[src/rtl/glyph_time_decoder_pkg.sv]
// Shared constants, digit weights and FSM encoding for the glyph MM:SS decoder.
// Weights are built from shifts so no multiplier is inferred.
package glyph_time_decoder_pkg;

   localparam int GLYPH_ZERO_DEF = 26;
   localparam int FIELD_W_DEF    = 6;
   localparam int SEC_W_DEF      = 13;

   typedef enum logic [1:0] {
      ST_IDLE = 2'd0,
      ST_CONV = 2'd1,
      ST_DONE = 2'd2
   } state_t;

   // Field index 3..0 = Mt, Mu, St, Su.
   function automatic logic [3:0] max_digit(input logic [1:0] idx);
      logic [3:0] m;
      case (idx)
         2'd1:    m = 4'd5;
         default: m = 4'd9;
      endcase
      return m;
   endfunction

   // d*600 = d*(512+64+16+8), d*60 = d*(32+16+8+4), d*10 = d*(8+2).
   function automatic logic [SEC_W_DEF-1:0] weighted(input logic [3:0] d, input logic [1:0] idx);
      logic [SEC_W_DEF-1:0] x;
      logic [SEC_W_DEF-1:0] w;
      x = {{(SEC_W_DEF-4){1'b0}}, d};
      case (idx)
         2'd3:    w = (x << 9) + (x << 6) + (x << 4) + (x << 3);
         2'd2:    w = (x << 5) + (x << 4) + (x << 3) + (x << 2);
         2'd1:    w = (x << 3) + (x << 1);
         default: w = x;
      endcase
      return w;
   endfunction

endpackage

[src/rtl/glyph_digit_check.sv]
// Maps one glyph field to a decimal digit and flags it illegal when below the
// zero glyph or above the position's maximum digit; illegal fields yield digit 0.
module glyph_digit_check #(
   parameter int FIELD_W    = 6,
   parameter int GLYPH_ZERO = 26
) (
   input  logic [FIELD_W-1:0] field,
   input  logic [3:0]         max_digit,
   output logic [3:0]         digit,
   output logic               legal
);

   logic [FIELD_W-1:0] diff;

   always_comb begin
      diff  = field - FIELD_W'(GLYPH_ZERO);
      legal = (field >= FIELD_W'(GLYPH_ZERO)) && (diff <= FIELD_W'(max_digit));
      digit = legal ? diff[3:0] : 4'd0;
   end

endmodule

[src/rtl/glyph_time_decoder.sv]
// Converts a glyph-coded MM:SS word into binary seconds and packed BCD, one field
// per clock (Mt first); result appears 5 clocks after accept and holds until taken.
module glyph_time_decoder
   import glyph_time_decoder_pkg::*;
#(
   parameter int GLYPH_ZERO = GLYPH_ZERO_DEF,
   parameter int FIELD_W    = FIELD_W_DEF,
   parameter int SEC_W      = SEC_W_DEF
) (
   input  logic                 clk,
   input  logic                 rst_n,
   input  logic [4*FIELD_W-1:0] time_code,
   input  logic                 in_valid,
   output logic                 in_ready,
   output logic [SEC_W-1:0]     total_sec,
   output logic [15:0]          bcd,
   output logic                 code_err,
   output logic                 out_changed,
   output logic                 out_valid,
   input  logic                 out_ready
);

   state_t state, state_nx;

   logic [4*FIELD_W-1:0] word;
   logic [1:0]           idx;
   logic [SEC_W-1:0]     acc;
   logic [SEC_W-1:0]     prev;
   logic [15:0]          bcd_acc;
   logic                 err;

   logic [FIELD_W-1:0]   field_cur;
   logic [3:0]           digit;
   logic                 legal;
   logic [SEC_W-1:0]     contrib;

   always_comb begin
      field_cur = word[idx*FIELD_W +: FIELD_W];
      contrib   = SEC_W'(weighted(digit, idx));
   end

   glyph_digit_check #(
      .FIELD_W    (FIELD_W),
      .GLYPH_ZERO (GLYPH_ZERO)
   ) u_digit_check (
      .field     (field_cur),
      .max_digit (max_digit(idx)),
      .digit     (digit),
      .legal     (legal)
   );

   always_ff @(posedge clk) begin
      if (!rst_n) state <= ST_IDLE;
      else        state <= state_nx;
   end

   always_comb begin
      state_nx = state;
      in_ready = 1'b0;
      case (state)
         ST_IDLE: begin
            in_ready = 1'b1;
            if (in_valid) state_nx = ST_CONV;
         end
         ST_CONV: begin
            if (idx == 2'd0) state_nx = ST_DONE;
         end
         ST_DONE: begin
            if (out_valid && out_ready) state_nx = ST_IDLE;
         end
         default: state_nx = ST_IDLE;
      endcase
   end

   // The first DONE cycle loads the result registers; afterwards they hold until taken.
   always_ff @(posedge clk) begin
      if (!rst_n) begin
         word        <= '0;
         idx         <= 2'd3;
         acc         <= '0;
         bcd_acc     <= '0;
         err         <= 1'b0;
         prev        <= '0;
         total_sec   <= '0;
         bcd         <= '0;
         code_err    <= 1'b0;
         out_changed <= 1'b0;
         out_valid   <= 1'b0;
      end else begin
         case (state)
            ST_IDLE: begin
               if (in_valid) begin
                  word    <= time_code;
                  acc     <= '0;
                  bcd_acc <= '0;
                  err     <= 1'b0;
                  idx     <= 2'd3;
               end
            end
            ST_CONV: begin
               acc              <= acc + contrib;
               bcd_acc[idx*4 +: 4] <= digit;
               err              <= err | ~legal;
               idx              <= idx - 2'd1;
            end
            ST_DONE: begin
               if (!out_valid) begin
                  total_sec   <= acc;
                  bcd         <= bcd_acc;
                  code_err    <= err;
                  out_changed <= (acc != prev);
                  out_valid   <= 1'b1;
               end else if (out_ready) begin
                  prev      <= total_sec;
                  out_valid <= 1'b0;
               end
            end
            default: ;
         endcase
      end
   end

endmodule

[config.mk]
export PLATFORM = sky130hd
export DESIGN_NAME = glyph_time_decoder
export DESIGN_NICKNAME = d
export VERILOG_FILES = /design/src/rtl/glyph_time_decoder_pkg.sv /design/src/rtl/glyph_digit_check.sv /design/src/rtl/glyph_time_decoder.sv
export SDC_FILE = /design/constraint.sdc
export NUM_CORES = 1
export LEC_CHECK = 0
export BUFFER_PORTS_ARGS = -buffer_cell sky130_fd_sc_hd__buf_2
export CORE_MARGIN = 5
export CORE_UTILIZATION = 60
export DETAILED_ROUTE_END_ITERATION = 6
export GPL_TIMING_DRIVEN = 0
export HOLD_SLACK_MARGIN = 0.06
export PLACE_DENSITY = 0.81
export SETUP_SLACK_MARGIN = 0.4
export SLEW_MARGIN = 20
export SYNTH_ARGS = -nofsm -noshare
export SYNTH_HDL_FRONTEND = slang
export SYNTH_SLANG_ARGS = --single-unit
[constraint.sdc]
create_clock -name clk -period 20.1 [get_ports clk]
set_clock_uncertainty 0.1 [all_clocks]
set_input_delay 2.01 -clock clk [delete_from_list [all_inputs] [get_ports clk]]
set_output_delay 2.01 -clock clk [all_outputs]
set_load 0.005 [all_outputs]
# After elaboration in Yosys (flattened, before gate mapping)
# Cells that the tools add are included.
[classes] n_addsub=11 mul=1 n_div=0 order_cmp=2 eq_ne=9 shift=3 n_mux=19 n_bitwise=3 reduce_logical=10
[ops] cell="$pmux 13 s3" n=1
[ops] cell="$neg 4->34" n=1
[ops] cell="$shift 4x34->16 const A" n=1
[ops] cell="$shiftx 4x34->16" n=1
[ops] cell="$pmux 16 s2" n=1
[ops] cell="$pmux 13 s2" n=1
[ops] cell="$shiftx 24x6->6" n=1
[ops] cell="$bwmux 16" n=1
[ops] cell="$mux 16" n=1
[ops] cell="$add 13x10->13" n=1
[ops] cell="$add 13x13->13" n=1
[ops] cell="$add 13x7->13" n=1
[ops] cell="$add 13x8->13" n=1
[ops] cell="$mux 13" n=1
[ops] cell="$ne 13x13->1" n=1
[ops] cell="$add 11x6->12" n=1
[ops] cell="$add 10x7->11" n=1
[ops] cell="$add 9x8->10" n=1
[ops] cell="$add 7x5->8" n=1
[ops] cell="$mux 2" n=4
[ops] cell="$mux 4" n=2
[ops] cell="$eq 2x2->1 const B" n=3
[ops] cell="$ge 6x5->1 const B" n=1
[ops] cell="$le 6x4->1" n=1
[ops] cell="16 further kinds" n=28
[word_totals] regBits=103 latchBits=0 mem_bits_rw=0 romBits=0 inputBits=28 output_inout_bits=33 wordCells=70 memories=0

# Depth between registers and ports, before layout
[depth] depth_word=12 mapped_depth=30

# By module
# From an unflattened synthesis, not the netlist that was laid out.
[hier_totals] cells_unflattened=690 hier_area_um2=5620.4
[modules_own_cells] module="glyph_time_decoder" instances=1 cells_each=662 area_each_um2=5420.2 seq_area_each_um2=2062.0
[modules_own_cells] module="glyph_digit_check" instances=1 cells_each=28 area_each_um2=200.2 seq_area_each_um2=0.0

# Worst setup path after synthesis
# Ideal clock, no wire load.
[synth_path] path_kind="register to register" startpoint="reg idx[0]" endpoint="reg acc[12]" setup_ns=0.064 arrival_time_ns=6.982 required_ns=19.936 slack_ns=12.954 stages_incl_launch_ff=29 path_buffers=1 path_cell_list="dfxtp_1 buf_6 mux4_2 inv_1 ha_1 xnor2_1 ha_1 a21oi_1 o21ai_0 o21a_1 nor4_2 inv_1 fa_1 fa_1 inv_1 ha_1 fa_1 a21o_1 a21oi_1 xnor2_1 a22oi_1 nor2_1 ha_1 o21a_1 nor2_1 a211oi_1 or2_2 or3b_1 nand4_1"
[synth_via] elab_chain_len=12 word_cells_on_any_way=21 cone_classes="add/sub: 9; mul: 1; order compare: 2; eq/ne: 3; shift: 1; mux: 4; reduce/logical: 1"
[synth_rtl] item="start: declaration" line_no="glyph_time_decoder.sv:26" text="logic [1:0] idx;"
[synth_rtl] item="start signal: assignment" line_no="glyph_time_decoder.sv:104" text="idx <= idx - 2'd1;"
[synth_rtl] item="$mul 2x2->4" line_no="glyph_time_decoder.sv:38" text="field_cur = word[idx*FIELD_W +: FIELD_W];"
[synth_rtl] item="$shiftx 24x6->6" line_no="glyph_time_decoder.sv:38"
[synth_rtl] item="$sub 6x5->6" line_no="glyph_digit_check.sv:16" text="diff = field - FIELD_W'(GLYPH_ZERO);"
[synth_rtl] item="$le 6x4->1" line_no="glyph_digit_check.sv:17" text="legal = (field >= FIELD_W'(GLYPH_ZERO)) && (diff <= FIELD_W'(max_digit));"
[synth_rtl] item="$logic_and 1x1->1" line_no="glyph_digit_check.sv:17"
[synth_rtl] item="$mux 4" line_no="glyph_digit_check.sv:18" text="digit = legal ? diff[3:0] : 4'd0;"
[synth_rtl] item="$add 13x10->13 or $add 9x8->10 (tied branches)" line_no="glyph_time_decoder_pkg.sv:31, glyph_time_decoder_pkg.sv:32"
[synth_rtl] item="$add 13x8->13 or $add 10x7->11 (tied branches)" line_no="glyph_time_decoder_pkg.sv:31, glyph_time_decoder_pkg.sv:32"
[synth_rtl] item="$add 13x7->13 or $add 11x6->12 (tied branches)" line_no="glyph_time_decoder_pkg.sv:31, glyph_time_decoder_pkg.sv:32"
[synth_rtl] item="$pmux 13 s3 (*)" line_no="glyph_time_decoder_pkg.sv:30" text="case (idx)"
[synth_rtl] item="$add 13x13->13 (*)" line_no="glyph_time_decoder.sv:101" text="acc <= acc + contrib;"
[synth_rtl] item="$pmux 13 s2 (*)" line_no="glyph_time_decoder.sv:90" text="case (state)"
[synth_rtl] item="end signal: assignment" line_no="glyph_time_decoder.sv:101"
[synth_rtl] item="end: declaration" line_no="glyph_time_decoder.sv:27" text="logic [SEC_W-1:0] acc;"
# Mark *: on every way between the ends. The rest lies on a longest branch, timed or not.
# A chain may end at the register's enable or synchronous reset.

# Worst setup path after layout
# Same ends and word-level chain as after synthesis.

==> impl_metrics.csv <==
group,metric,value,unit
critical_path,cpPeakStageDelay,0.91,ns
drt,dr.pass1.iters,5,
synthesis,yosysSeqAreaShare,35.7,%
grt,track_usage,25.5,%
grt,grt-ovfl-total,0,
power,vdd_ir_drop_max,0.0000402,V
clock_network,h-tree-depth,3,
clock_network,cts_sinks,103,
drt,remaining_drc_errors,0,
critical_path,crit_path_start_kind,"flip-flop",
drt,vias,5042,
cells_and_area,instances_no_fill,879,
floorplan,ios,61,
worst_hold_path,min_path_cells,2,
job,cap_violations,0,
floorplan,die_h,108,um
critical_path,reg2regPathDepth,28,
synthesis,synth_enable_flop_cells,0,
drt,ant_nets,0,
clock_network,clk_pin_slew_worst_paths,0.10,ns
synthesis,netlist_area,5770,um2
synthesis,yosys.cell_types.count,56,
sta,slew_headroom,30.9,%
cells_and_area,fin_nets,822,
clock_network,ctsResizeCount,0,
grt,grt_max_degree,20,
sta,layout_min_cycle_time,8.13,ns
critical_path,r2r_setup_slack,11.97,ns
synthesis,ys_async_sr_fraction,0,%
synthesis,syn_avg_cell_area,8.56,um2
clock_network,clockBufferDepth,2,
power,powerDensity,64.7,nW/um2
placed_design,gp_congestion,0.908,
clock_network,cts_tree,"built",
grt,first_global_vias,5091,
placed_design,portBuffers,59,
sta,tightest_slew,1.03,ns
grt,antenna_found_initial,0,
synthesis,synthCells,674,
sta,rsz0062_at_grt,"false",
cells_and_area,drive_above_1_share,12.5,%
clock_network,clk_latency,0.37,ns
sta,hold_violations,0,
cells_and_area,diodes,0,
critical_path,end_kind,"flip-flop",
clock_network,cts_buffers,9,
outcome,run_status,"finished clean",
sta,setup_viol,0,
synthesis,ys_ff_latch,103,
critical_path,required,20.31,ns
placed_design,dp.final_hpwl,11000,um
drt,drtIter0Drc,364,
floorplan,dieArea,11700,um2
drt,wl,14400,um
floorplan,core-area,9330,um2
worst_hold_path,min_path_type,"flip-flop to flip-flop",
critical_path,worst_path_max_delay_cell,"nor4_4",
critical_path,crit_top_cell,"ha_1",
synthesis,ys_warn_count,0,
drt,wl_per_cell,16.4,um
power,static-leakage-power,2.69,nW
sta,fin_hold_ws,0.366,ns
clock_network,cts_root_buffer,"clkbuf_8",
sta,drv_slew,0,
floorplan,floorplan.initialDensity,61.9,%
sta,tns,0,ns
critical_path,crit_type,"flip-flop to flip-flop",
synthesis,ys.flop_type,"dfxtp_1",
drt,via_per_inst,5.74,
grt,grt_pass1_wl,23900,um
synthesis,syn_nets,751,
clock_network,post-cts-setup-buffers,0,
critical_path,arrival,8.34,ns
clock_network,hold_buffers,0,
critical_path,worst-path-max-fanout,13,
sta,fmax,0.123,GHz
floorplan,std_cell_rows,35,
sta,period_share,40.4,%
floorplan,die_x,108,um
placed_design,post-place-cells,863,
cells_and_area,syn2layout_area_growth,11.7,%
area by class of cell:
type,count,area [um2]
buffer,39,158
clock buffer,10,138
clock inverter,6,62.6
fill,757,2880
inverter,25,93.8
multi-input combinational,507,3470
sequential,103,2060
tap,129,161
timing repair buffer,60,307
per-layer routing:
metal / vias up / wire length [um] / global-route usage, %
met2: 172 / 7080 / 45.1
met3: 39 / 882 / 5.01
met5: - / 0 / 0
li1: 2445 / - / -
met1: 2386 / 5980 / 30.6
met4: 0 / 437 / 9.29
cells in the mapped netlist, types with 9 or more instances:
| cell | n | area [um2] |
|---|---|---|
| and2_1 | 10 | 62.6 |
| a22oi_1 | 19 | 143 |
| ha_1 | 40 | 500 |
| xnor2_1 | 18 | 158 |
| clkbuf_1 | 31 | 116 |
| nor2_1 | 15 | 56.3 |
| nor2b_1 | 22 | 138 |
| fa_1 | 9 | 180 |
| nand3_1 | 21 | 105 |
| xor2_1 | 10 | 87.6 |
| a21boi_0 | 71 | 533 |
| o21ai_0 | 20 | 100 |
| dfxtp_1 | 103 | 2060 |
| nand2_1 | 152 | 571 |
| a21oi_1 | 20 | 100 |
| inv_1 | 25 | 93.8 |
stage by stage:
stage / power (mW) / setup WS, ns / cell area, um2 / utilization (%)
6_report: 0.417 / 11.97 / 6450 / 69.1
5_1_grt: 0.437 / 11.55 / 6450 / 69.1
4_1_cts: 0.419 / 12.09 / 6450 / 69.1
3_5_place_dp: 0.292 / 12.14 / 6250 / 67.0
3_3_place_gp: 0.287 / 11.95 / 6230 / 66.8
2_1_floorplan: 0.271 / 12.95 / 5770 / -
power breakdown:
part	total (mW)	switching [mW]	internal, mW
combinational	0.0765	0.0461	0.0304
sequential	0.213	0.00394	0.209
clock	0.128	0.0764	0.0517
sequential cells by signal (all words and copies together), names as in the netlist:
signal	flops
out_changed	1
out_valid	1
bcd_acc	16
bcd	16
code_err	1
total_sec	13
acc	13
prev	13
idx	2
err	1
word	24
state	2
cell usage in the layout (no fill, tap or decap), drive strengths merged, types with 3 or more instances in the layout:
cell type and instances:
a21boi 72, a21o 6, a21oi 21, a22oi 19, and2 10, buf 68
clkbuf 41, clkinv 3, dfxtp 103, fa 9, ha 40, inv 28
mux4 6, nand2 152, nand2b 6, nand3 21, nand4 5, nor2 15
nor2b 22, nor3 7, nor3b 4, nor4 3, o21a 5, o21ai 21
o31ai 3, xnor2 19, xor2 10
critical path, delay by kind of cell, from the launching register on:
family / cells / cell delay, ns
AOI/OAI and AO/OA: 8 / 1.56
xor gates and xnor gates: 2 / 0.34
adders and majority gates: 7 / 2.63
buffers and inverters: 4 / 0.71
DFF: 1 / 0.42
muxes: 1 / 0.61
and+or+nand+nor: 6 / 1.70
path summary, 6_finish.rpt:
kind,from,endpoint
min,bcd[13],bcd[13]
max,idx[0],acc[12]
min reg2reg,bcd[13],bcd[13]
max reg2reg,idx[0],acc[12]
cells by family (layout without fill, tap and decap cells):
logic type,Yosys count,count (layout),share of synthesized area (%)
compound gates,163,163,19.9
xor+xnor,29,29,4.53
fa+ha+maj,49,49,11.8
buf+inv,64,140,4.36
flops,103,103,35.7
mux,8,8,2.69
simple gates,258,258,21.0
Power figures use the tool's default switching activity.
